$ cat src/rtl/avalon_dma_sequencer_if.sv
// Avalon initiator command/response bundle plus cipher-core start/done handshake.
// master: sequencer side (issues bus commands, launches the core, supplies the block).
// slave:  interconnect/core side (returns read data, waitrequest and the core result).
//
// Ports (all carried as interface signals):
//   avm_read/avm_write/avm_address/avm_writedata  sequencer -> interconnect
//   avm_readdata/avm_waitrequest                  interconnect -> sequencer
//   core_start/core_din                           sequencer -> cipher core
//   core_done/core_dout                           cipher core -> sequencer
interface avalon_dma_sequencer_if #(
    parameter int BLK_WORDS = 4
);
    logic                     avm_read;
    logic                     avm_write;
    logic [31:0]              avm_address;
    logic [31:0]              avm_writedata;
    logic [31:0]              avm_readdata;
    logic                     avm_waitrequest;
    logic                     core_start;
    logic [32*BLK_WORDS-1:0]  core_din;
    logic                     core_done;
    logic [32*BLK_WORDS-1:0]  core_dout;

    modport master (
        output avm_read,
        output avm_write,
        output avm_address,
        output avm_writedata,
        input  avm_readdata,
        input  avm_waitrequest,
        output core_start,
        output core_din,
        input  core_done,
        input  core_dout
    );

    modport slave (
        input  avm_read,
        input  avm_write,
        input  avm_address,
        input  avm_writedata,
        output avm_readdata,
        output avm_waitrequest,
        input  core_start,
        input  core_din,
        output core_done,
        output core_dout
    );
endinterface

$ cat src/rtl/avalon_dma_sequencer.sv
// avalon_dma_sequencer: moves num_blk cipher blocks memory -> cipher core -> memory over one Avalon initiator.
// Latency: per block BLK_WORDS reads + 1 core-start cycle + L core cycles + BLK_WORDS writes; done one cycle after the last write.
// Backpressure: avm_waitrequest freezes the FSM with the current command (strobe, address, data) held; the core is never stalled.
//
// Ports:
//   clk, reset                      rising-edge clock, asynchronous active-high reset
//   start, src_addr, dest_addr,     job request from the register file; sampled only in IDLE
//   num_blk
//   busy, done                      busy outside IDLE/FINISH; done is a one-cycle completion pulse
//   irq, irq_clear                  completion interrupt and its acknowledge
//   bus                             Avalon initiator + cipher-core handshake (master modport)
//
// Build option: define AVALON_DMA_SEQ_IRQ_EN for a sticky irq (set by done, cleared by irq_clear,
// set wins on a tie). Without it irq is tied low and irq_clear is ignored.
module avalon_dma_sequencer #(
    parameter int BLK_WORDS = 4
) (
    input  logic                   clk,
    input  logic                   reset,
    input  logic                   start,
    input  logic [31:0]            src_addr,
    input  logic [31:0]            dest_addr,
    input  logic [31:0]            num_blk,
    output logic                   busy,
    output logic                   done,
    output logic                   irq,
    input  logic                   irq_clear,
    avalon_dma_sequencer_if.master bus
);
    localparam int          BW        = 32 * BLK_WORDS;
    localparam logic [3:0]  LAST_IDX  = 4'(BLK_WORDS - 1);
    localparam logic [31:0] BLK_BYTES = 32'(4 * BLK_WORDS);

    typedef enum logic [2:0] {
        S_IDLE,
        S_READ,
        S_CSTART,
        S_CWAIT,
        S_WRITE,
        S_FINISH
    } state_t;

    state_t state;
    state_t state_nxt;

    // Job context, latched at start so later register-file changes are invisible.
    logic [31:0]   src_q;
    logic [31:0]   dest_q;
    logic [31:0]   rem_q;
    logic [3:0]    idx_q;
    logic [BW-1:0] din_q;
    logic [BW-1:0] res_q;

    logic          rd_cmd;
    logic          wr_cmd;
    logic [31:0]   addr_cmd;
    logic [31:0]   wdat_cmd;
    logic          cstart_cmd;
    logic [31:0]   res_word;
    logic [31:0]   word_off;
    logic          last_word;
    logic          rd_acc;
    logic          wr_acc;

    assign word_off  = {26'd0, idx_q, 2'b00};
    assign last_word = (idx_q == LAST_IDX);
    assign rd_acc    = (state == S_READ)  && !bus.avm_waitrequest;
    assign wr_acc    = (state == S_WRITE) && !bus.avm_waitrequest;

    // Result word selected by the write index.
    always_comb begin
        res_word = '0;
        for (int i = 0; i < BLK_WORDS; i++) begin
            if (idx_q == 4'(i)) begin
                res_word = res_q[32*i +: 32];
            end
        end
    end

    always_ff @(posedge clk or posedge reset) begin
        if (reset) begin
            state <= S_IDLE;
        end else begin
            state <= state_nxt;
        end
    end

    // Commands are decoded purely from registered state, so they cannot move
    // while waitrequest is high and they drop to zero the moment reset asserts.
    always_comb begin
        state_nxt  = state;
        busy       = 1'b0;
        done       = 1'b0;
        rd_cmd     = 1'b0;
        wr_cmd     = 1'b0;
        addr_cmd   = '0;
        wdat_cmd   = '0;
        cstart_cmd = 1'b0;
        case (state)
            S_IDLE: begin
                if (start) begin
                    state_nxt = (num_blk == 32'd0) ? S_FINISH : S_READ;
                end
            end
            S_READ: begin
                busy     = 1'b1;
                rd_cmd   = 1'b1;
                addr_cmd = src_q + word_off;
                if (rd_acc && last_word) begin
                    state_nxt = S_CSTART;
                end
            end
            S_CSTART: begin
                busy       = 1'b1;
                cstart_cmd = 1'b1;
                state_nxt  = S_CWAIT;
            end
            S_CWAIT: begin
                busy = 1'b1;
                if (bus.core_done) begin
                    state_nxt = S_WRITE;
                end
            end
            S_WRITE: begin
                busy     = 1'b1;
                wr_cmd   = 1'b1;
                addr_cmd = dest_q + word_off;
                wdat_cmd = res_word;
                if (wr_acc && last_word) begin
                    // rem_q still holds the count including the block just written.
                    state_nxt = (rem_q == 32'd1) ? S_FINISH : S_READ;
                end
            end
            S_FINISH: begin
                done      = 1'b1;
                state_nxt = S_IDLE;
            end
            default: begin
                state_nxt = S_IDLE;
            end
        endcase
    end

    always_ff @(posedge clk or posedge reset) begin
        if (reset) begin
            src_q  <= '0;
            dest_q <= '0;
            rem_q  <= '0;
            idx_q  <= '0;
            din_q  <= '0;
            res_q  <= '0;
        end else begin
            case (state)
                S_IDLE: begin
                    if (start && (num_blk != 32'd0)) begin
                        src_q  <= src_addr;
                        dest_q <= dest_addr;
                        rem_q  <= num_blk;
                        idx_q  <= '0;
                    end
                end
                S_READ: begin
                    if (rd_acc) begin
                        for (int i = 0; i < BLK_WORDS; i++) begin
                            if (idx_q == 4'(i)) begin
                                din_q[32*i +: 32] <= bus.avm_readdata;
                            end
                        end
                        idx_q <= last_word ? 4'd0 : idx_q + 4'd1;
                    end
                end
                S_CWAIT: begin
                    if (bus.core_done) begin
                        res_q <= bus.core_dout;
                        idx_q <= '0;
                    end
                end
                S_WRITE: begin
                    if (wr_acc) begin
                        if (last_word) begin
                            // Address arithmetic wraps modulo 2^32 by construction.
                            idx_q  <= '0;
                            src_q  <= src_q + BLK_BYTES;
                            dest_q <= dest_q + BLK_BYTES;
                            rem_q  <= rem_q - 32'd1;
                        end else begin
                            idx_q <= idx_q + 4'd1;
                        end
                    end
                end
                default: begin
                end
            endcase
        end
    end

    assign bus.avm_read      = rd_cmd;
    assign bus.avm_write     = wr_cmd;
    assign bus.avm_address   = addr_cmd;
    assign bus.avm_writedata = wdat_cmd;
    assign bus.core_start    = cstart_cmd;
    // din_q is only written by READ captures, so it stays put from core_start
    // until the next block's first read is accepted.
    assign bus.core_din      = din_q;

`ifdef AVALON_DMA_SEQ_IRQ_EN
    logic irq_q;

    always_ff @(posedge clk or posedge reset) begin
        if (reset) begin
            irq_q <= 1'b0;
        end else if (done) begin
            irq_q <= 1'b1;
        end else if (irq_clear) begin
            irq_q <= 1'b0;
        end
    end

    // OR-ing done in makes irq visible in the same cycle as the done pulse.
    assign irq = irq_q | done;
`else
    logic unused_irq_clear;

    assign unused_irq_clear = irq_clear;
    assign irq              = 1'b0;
`endif

endmodule
$ cat src/flat_wrapper.sv
// flat-port wrapper written by rule: the top's interface ports become plain ports
module avalon_dma_sequencer_flat 
#(
    parameter int BLK_WORDS = 4
)
  (clk, reset, start, src_addr, dest_addr, num_blk, busy, done, irq, irq_clear, bus_avm_read, bus_avm_write, bus_avm_address, bus_avm_writedata, bus_avm_readdata, bus_avm_waitrequest, bus_core_start, bus_core_din, bus_core_done, bus_core_dout);
  avalon_dma_sequencer_if #(.BLK_WORDS(BLK_WORDS)) bus_i ();
  input  logic clk;
  input  logic reset;
  input  logic start;
  input  logic [31:0] src_addr;
  input  logic [31:0] dest_addr;
  input  logic [31:0] num_blk;
  output logic busy;
  output logic done;
  output logic irq;
  input  logic irq_clear;
  output wire logic [$bits(bus_i.avm_read)-1:0] bus_avm_read;
  output wire logic [$bits(bus_i.avm_write)-1:0] bus_avm_write;
  output wire logic [$bits(bus_i.avm_address)-1:0] bus_avm_address;
  output wire logic [$bits(bus_i.avm_writedata)-1:0] bus_avm_writedata;
  input wire logic [$bits(bus_i.avm_readdata)-1:0] bus_avm_readdata;
  input wire logic [$bits(bus_i.avm_waitrequest)-1:0] bus_avm_waitrequest;
  output wire logic [$bits(bus_i.core_start)-1:0] bus_core_start;
  output wire logic [$bits(bus_i.core_din)-1:0] bus_core_din;
  input wire logic [$bits(bus_i.core_done)-1:0] bus_core_done;
  input wire logic [$bits(bus_i.core_dout)-1:0] bus_core_dout;
  assign bus_avm_read = bus_i.avm_read;
  assign bus_avm_write = bus_i.avm_write;
  assign bus_avm_address = bus_i.avm_address;
  assign bus_avm_writedata = bus_i.avm_writedata;
  assign bus_i.avm_readdata = bus_avm_readdata;
  assign bus_i.avm_waitrequest = bus_avm_waitrequest;
  assign bus_core_start = bus_i.core_start;
  assign bus_core_din = bus_i.core_din;
  assign bus_i.core_done = bus_core_done;
  assign bus_i.core_dout = bus_core_dout;
  avalon_dma_sequencer #(.BLK_WORDS(BLK_WORDS)) u_core (.clk(clk), .reset(reset), .start(start), .src_addr(src_addr), .dest_addr(dest_addr), .num_blk(num_blk), .busy(busy), .done(done), .irq(irq), .irq_clear(irq_clear), .bus(bus_i));
endmodule
$ cat config.mk
export PLATFORM = sky130hd
export DESIGN_NAME = avalon_dma_sequencer_flat
export DESIGN_NICKNAME = d
export VERILOG_FILES = /design/src/rtl/avalon_dma_sequencer_if.sv /design/src/rtl/avalon_dma_sequencer.sv /design/src/flat_wrapper.sv
export SDC_FILE = /design/constraint.sdc
export NUM_CORES = 1
export LEC_CHECK = 0
export CAP_MARGIN = 20
export CORE_MARGIN = 5
export CORE_UTILIZATION = 54
export CTS_BUF_LIST = sky130_fd_sc_hd__clkbuf_16
export CTS_CLUSTER_SIZE = 40
export DETAILED_ROUTE_END_ITERATION = 8
export GPL_TIMING_DRIVEN = 0
export PLACE_DENSITY_LB_ADDON = 0.1
export SLEW_MARGIN = 20
export SYNTH_ARGS = -nofsm -noshare
export SYNTH_HDL_FRONTEND = slang
export SYNTH_SLANG_ARGS = --single-unit
export TNS_END_PERCENT = 30
$ cat constraint.sdc
create_clock -name clk -period 18.4 [get_ports clk]
set_clock_uncertainty 0.05 [all_clocks]
set_input_delay 1.84 -clock clk [delete_from_list [all_inputs] [get_ports clk]]
set_output_delay 1.84 -clock clk [all_outputs]
set_load 0.005 [all_outputs]
==> results of run 1 <==
## cell families (layout without fill, tap and decap cells)
logic type / count (synthesis) / in the layout / synth area share
AO/OA/AOI/OAI: 445 / 445 / 0.169
XOR/XNOR: 17 / 17 / 0.00801
adder cells (fa/ha/maj): 13 / 13 / 0.00916
buffers and inverters: 169 / 702 / 0.0357
flip-flops: 359 / 359 / 0.483
multiplexers: 277 / 277 / 0.167
other: 1 / 5 / 0.000202
AND/OR/NAND/NOR: 465 / 465 / 0.127
## critical path, delay by kind of cell, from the launching register on
family	cells	cell delay [ps]
buf+inv	7	3070
compound gates	3	1120
simple gates	4	850
flops	1	370
fa+ha+maj	1	270
xor+xnor	1	170
## cell usage after synthesis (all sizes together), types with 10 or more instances
cell type	n
nor2	70
dfrtp	359
or4	12
nand4	26
buf	38
o211ai	34
ha	12
o21ai	55
o22a	19
o31ai	26
o22ai	24
or3	11
xnor2	14
a211oi	19
a221o	32
a21oi	89
mux2i	10
nor4	26
nor3	71
mux2	267
clkbuf	112
nand3	50
nor3b	13
a31oi	48
inv	19
nand2	136
a2bb2oi	27
## registers in the layout, summed over array words and instances (netlist names)
| register | cells |
|---|---|
| u_core.bus.core_din | 128 |
| u_core.dest_q | 32 |
| u_core.idx_q | 4 |
| u_core.rem_q | 32 |
| u_core.res_q | 128 |
| u_core.src_q | 32 |
| u_core.state | 3 |
## per-stage QoR
stage	hold slack (ps)	instance area, µm²
after floorplan	423	18600
after global placement	437	23700
after detailed placement	442	23800
after CTS	455	25200
after global routing	464	25200
final	453	25200
## final cells by class
type	instances	area share
clock inverters	32	0.0131
repair buffers	461	0.185
plain buffers	150	0.0235
diodes	4	0.000397
well taps	455	0.0226
clock buffers	40	0.0397
multi-input cells	1218	0.356
inverters	19	0.00313
flip-flops and latches	359	0.357
## worst paths after layout
path,start,endpoint,slack [ps],cells after the start
max,u_core.state[1],bus_avm_address[11],10110,16
min,u_core.bus.core_din[46],u_core.bus.core_din[46],450,1
max reg2reg,u_core.idx_q[1],u_core.rem_q[27],14290,7
min reg2reg,u_core.bus.core_din[46],u_core.bus.core_din[46],450,1
max in group asynchronous,reset,u_core.res_q[55],15280,4
min in group asynchronous,reset,u_core.dest_q[25],1750,2
## power by group
| part | internal (µW) | leakage, µW | switching (µW) | total [µW] |
|---|---|---|---|---|
| clock network | 483 | 0.000683 | 347 | 831 |
| logic | 1040 | 0.00508 | 950 | 1990 |
| registers | 1190 | 0.00429 | 304 | 1490 |
## per-layer routing
metal	part of all wire	global-route usage	wire length, µm
met2	0.46	0.607	35000
met4	0.053	0.165	4010
met3	0.12	0.115	9010
met5	0.00033	0	25
met1	0.36	0.485	27600
==> results.txt, run 1 <==
Num ports -> 460
Post-synth EDFFs -> 0
Top cells by area, synth -> dfrtp_1 (48%), mux2_2 (16%), nand2_1 (2.7%)
Detailed Route WL -> 75.7 mm
Die W -> 196 µm
Via count -> 18,000
Prevailing post-synth register cell -> dfrtp_1
Initial detailed-routing violation count -> 2,037
P_leak -> 0.0101 µW
Clock period minus worst slack -> 8290 ps
Cell accounting for the most synthesized area -> dfrtp_1
Yosys reg bits -> 359
Fin Setup TNS -> 0 ps
Num CTS Buffers -> 40
Vias in the first global route -> 18,100
Share of cells above drive strength 1 -> 0.159
Mapped Area -> 18,600 µm²
Fill cell count -> 2,379
Clk_lat worst skew -> 550 ps
Cell count after synthesis -> 1,746
Slowest stage delay, CP -> 730 ps
Post-CTS Hold Buffers -> 0
GR Overflow Total -> 0
Placer's final routability congestion estimate -> 1.01
Die area -> 38,200 µm²
TritonRoute pass-1 iters -> 7
Post-route ant nets -> 0
Placed cells -> 2,662
Commonest non-fill, non-tap cell in the layout -> clkdlybuf4s50_1
Max-Cap Viols -> 0
Pin count of the biggest net entering global routing -> 109
Synth Warn # -> 0
Register Area -> 8980 µm²
Post-synthesis async set-or-reset flop share -> 1.00
Slowest CP cell -> buf_1
Peak supply drop -> 0.124 mV
Row Count -> 68
Relative slew slack -> 0.248
Non-filler instance count after layout -> 2,738
Status -> finished clean
Area of the core -> 34,300 µm²
CTS tree -> built
Final Hold Viols -> 0
Worst-path clk slew -> 60 ps
Setup ws final -> 10,110 ps
Initial antenna violation count -> 6
CP Class -> reg -> out
Synth unique cells -> 75
Final worst-path cycle share -> 0.451
First-pass GRT wire length -> 113 mm
DR DRC count -> 0
Commonest non-fill, non-tap cells in the layout -> clkdlybuf4s50_1 (457), dfrtp_1 (359), mux2_2 (266), nand2_1 (136), clkbuf_1 (112)
Synthesis-to-layout area growth -> 35.6%
Multi-input combinational cell area -> 8960 µm²
HPWL after detailed placement -> 54.6 mm
Postcts setup bufs -> 0
H-tree levels -> 2
Maximum clock rate -> 121 MHz
CTS Buffer Depth -> 3
Max Slew Vio Count -> 0
WL/cell -> 27.6 µm
Input/output buffers -> 457
Cell Pwr Density -> 171 nW/µm²
Synth Net Count -> 2,021
Clock sinks -> 359
NumNets Final -> 2,524
Mean Syn Cell Area -> 10.6 µm²
Slew @ Worst Pin -> 1120 ps
Sequential-to-total area share from yosys stat -> 0.483
Util after Layout -> 0.735
Post-synth top area share -> 0.483
CTS resizes -> 0
Hold Path Class -> reg -> reg
Worst EP arrival -> 6400 ps
Worst Path Max Fanout -> 10
Die H -> 196 µm
Final Power -> 4310 µW
CP Capture Type -> output port
Final setup viols -> 0
Critical path, cell by cell -> buf_6 > or3b_1 > inv_1 > buf_2 > buf_1 > buf_1 > nand2_1 > nand2_1 > ha_1 > a211o_1 > a21oi_1 > clkbuf_1 > nor3_1 > xnor2_1 > o22ai_1 > clkdlybuf4s50_1
RSZ-0062 raised after global routing -> no
Worst Setup Start Kind -> register
GRT Total Usage -> 0.381
DP Worst Slack -> 10,810 ps
Clock root buffer -> clkbuf_16
Routed vias/inst -> 6.58
Initial Util -> 0.542
Worst Path Required -> 16,510 ps
Power figures use the tool's default switching activity.
==> run 2, diff against run 1 <==
CORE_UTILIZATION = 45   (was 54)
clock period = 7 ns   (was 18.4 ns; I/O delays follow)
==> run 2 against run 1 <==
Against the previous run: clock power up 140%; hold slack got worse by 1.8 ps; global-route usage decreased by 6.3 points; final cell count grew 3.1%; register-to-register slack lost 11000 ps; critical path depth shrank 1; sequential power increased to 2.6 times the previous value; cell area rose by 0.73%; count of clock-buffer cells in the layout increased by 3; sequential share of layout area shrank 0.26 points; utilization fell by 11 points; critical path type unchanged; highest routed layer unchanged.
==> results.txt, run 2 (synthesized netlist as in run 1, its figures left out) <==
Status -> finished clean
TritonRoute pass-1 iters -> 8
GR Overflow Total -> 0
Relative slew slack -> 0.288
Vias in the first global route -> 17,300
Clock sinks -> 359
Fill cell count -> 3,473
Row Count -> 74
Worst Path Required -> 6250 ps
Non-filler instance count after layout -> 2,823
Num CTS Buffers -> 42
Fin Setup TNS -> 0 ps
Postcts setup bufs -> 0
NumNets Final -> 2,533
Pin count of the biggest net entering global routing -> 35
Worst Hold End -> u_core.bus.core_din[19]
Maximum clock rate -> 154 MHz
WL/cell -> 26.4 µm
Share of cells above drive strength 1 -> 0.161
H-tree levels -> 2
Initial Util -> 0.455
Max Slew Vio Count -> 0
Placed cells -> 2,748
Die W -> 213 µm
HPWL after detailed placement -> 56.0 mm
CP Class -> reg -> out
Reg2reg end -> u_core.dest_q[4]
CTS tree -> built
Area of the core -> 40,800 µm²
CP Capture Type -> output port
Worst Path Max Fanout -> 19
Input/output buffers -> 457
Routed vias/inst -> 6.10
Cell Pwr Density -> 436 nW/µm²
Clock root buffer -> clkbuf_16
Commonest non-fill, non-tap cells in the layout -> clkdlybuf4s50_1 (457), dfrtp_1 (359), mux2_2 (266), nand2_1 (136), clkbuf_1 (111)
CTS resizes -> 1
Commonest non-fill, non-tap cell in the layout -> clkdlybuf4s50_1
Worst EP arrival -> 5760 ps
Worst-path clk slew -> 60 ps
Die H -> 213 µm
GRT Total Usage -> 0.318
Clk_lat worst skew -> 580 ps
Placed inst area -> 24,100 µm²
P_leak -> 0.0101 µW
Final setup viols -> 0
Post-CTS Hold Buffers -> 0
R2R Path Start -> u_core.idx_q[1]
Peak supply drop -> 0.241 mV
Number of cells on the worst reg-to-reg path -> 7
Via count -> 17,200
Final Hold Viols -> 0
RSZ-0062 raised after global routing -> no
Initial antenna violation count -> 9
Hold path start -> u_core.bus.core_din[19]
Worst R2R Setup Slack -> 3240 ps
Multi-input combinational cell area -> 8970 µm²
Fin area -> 25,400 µm²
Post-route ant nets -> 0
WHS -> 451 ps
Hold Path Class -> reg -> reg
Die area -> 45,500 µm²
Max-Cap Viols -> 0
Placer's final routability congestion estimate -> 0.975
Worst Setup Start Kind -> register
Final worst-path cycle share -> 0.930
CTS Buffer Depth -> 3
Initial detailed-routing violation count -> 1,543
Clock period minus worst slack -> 6510 ps
Num ports -> 460
First-pass GRT wire length -> 109 mm
Register Area -> 8980 µm²
Synthesis-to-layout area growth -> 36.5%
Slew @ Worst Pin -> 1070 ps
Worst Hold Depth -> 1
DR DRC count -> 0
Detailed Route WL -> 74.4 mm
## run 2: cell types whose count changed in the layout (fill, tap and decap cells not counted), moves of 2 or more
cell,before,now
buf_12,0,10
inv_1,25,31
bufinv_16,6,1
clkbuf_16,40,43
buf_1,27,25
clkinv_4,2,0
## run 2: layout make-up
| class | instances | share of cell area |
|---|---|---|
| inverter | 19 | 0.00296 |
| clock inverter | 29 | 0.00666 |
| buffer | 148 | 0.0231 |
| multi-input combinational | 1218 | 0.354 |
| timing repair buffer | 470 | 0.191 |
| sequential | 359 | 0.354 |
| tap | 532 | 0.0262 |
| antenna | 5 | 0.000493 |
| clock buffer | 43 | 0.0424 |
## run 2: critical path: stages (launching register included)
cell and delay, ps:
dfrtp_1 380, buf_6 140, or3b_1 460, inv_1 220, buf_2 510, buf_1 520, nand2_1 110, nand2_1 120
ha_1 250, a211o_1 330, a21oi_1 390, clkbuf_1 480, a211o_1 260, nor3_1 80, nor3_1 340, clkdlybuf4s50_1 580
## run 2: where the power goes
part	total, µW	switching (µW)	leakage, µW	internal (µW)
logic	5170	2440	0.00516	2730
registers	3860	745	0.00429	3120
clock network	2030	885	0.000665	1150
## run 2: stage by stage
| stage | setup slack [ps] | util | total power (µW) |
|---|---|---|---|
| detailed placement | 609 | 0.590 | 8990 |
| floorplan | 1440 | - | 6520 |
| global route | 194 | 0.621 | 11700 |
| global placement | -1180 | 0.584 | 8870 |
| finish | 489 | 0.621 | 11100 |
| CTS | 158 | 0.621 | 11100 |
## run 2: worst max-delay path by stage
stage / startpoint / to / depth (start not counted)
after global routing: u_core.state[1] / bus_avm_address[13] / 15
after CTS: u_core.state[1] / bus_avm_address[17] / 16
final: u_core.state[1] / bus_avm_address[17] / 15
after global placement: reset / u_core.bus.core_din[8] / 2
after floorplan: reset / u_core.bus.core_din[0] / 1
after detailed placement: u_core.state[1] / bus_avm_address[14] / 15
## run 2: per-layer routing
| metal | vias up | part of all wire | global-route usage |
|---|---|---|---|
| li1 | 7623 | - | - |
| met1 | 8481 | 0.38 | 0.409 |
| met2 | 943 | 0.46 | 0.503 |
| met3 | 178 | 0.11 | 0.101 |
| met4 | 4 | 0.044 | 0.126 |
| met5 | - | 0.00046 | 0 |
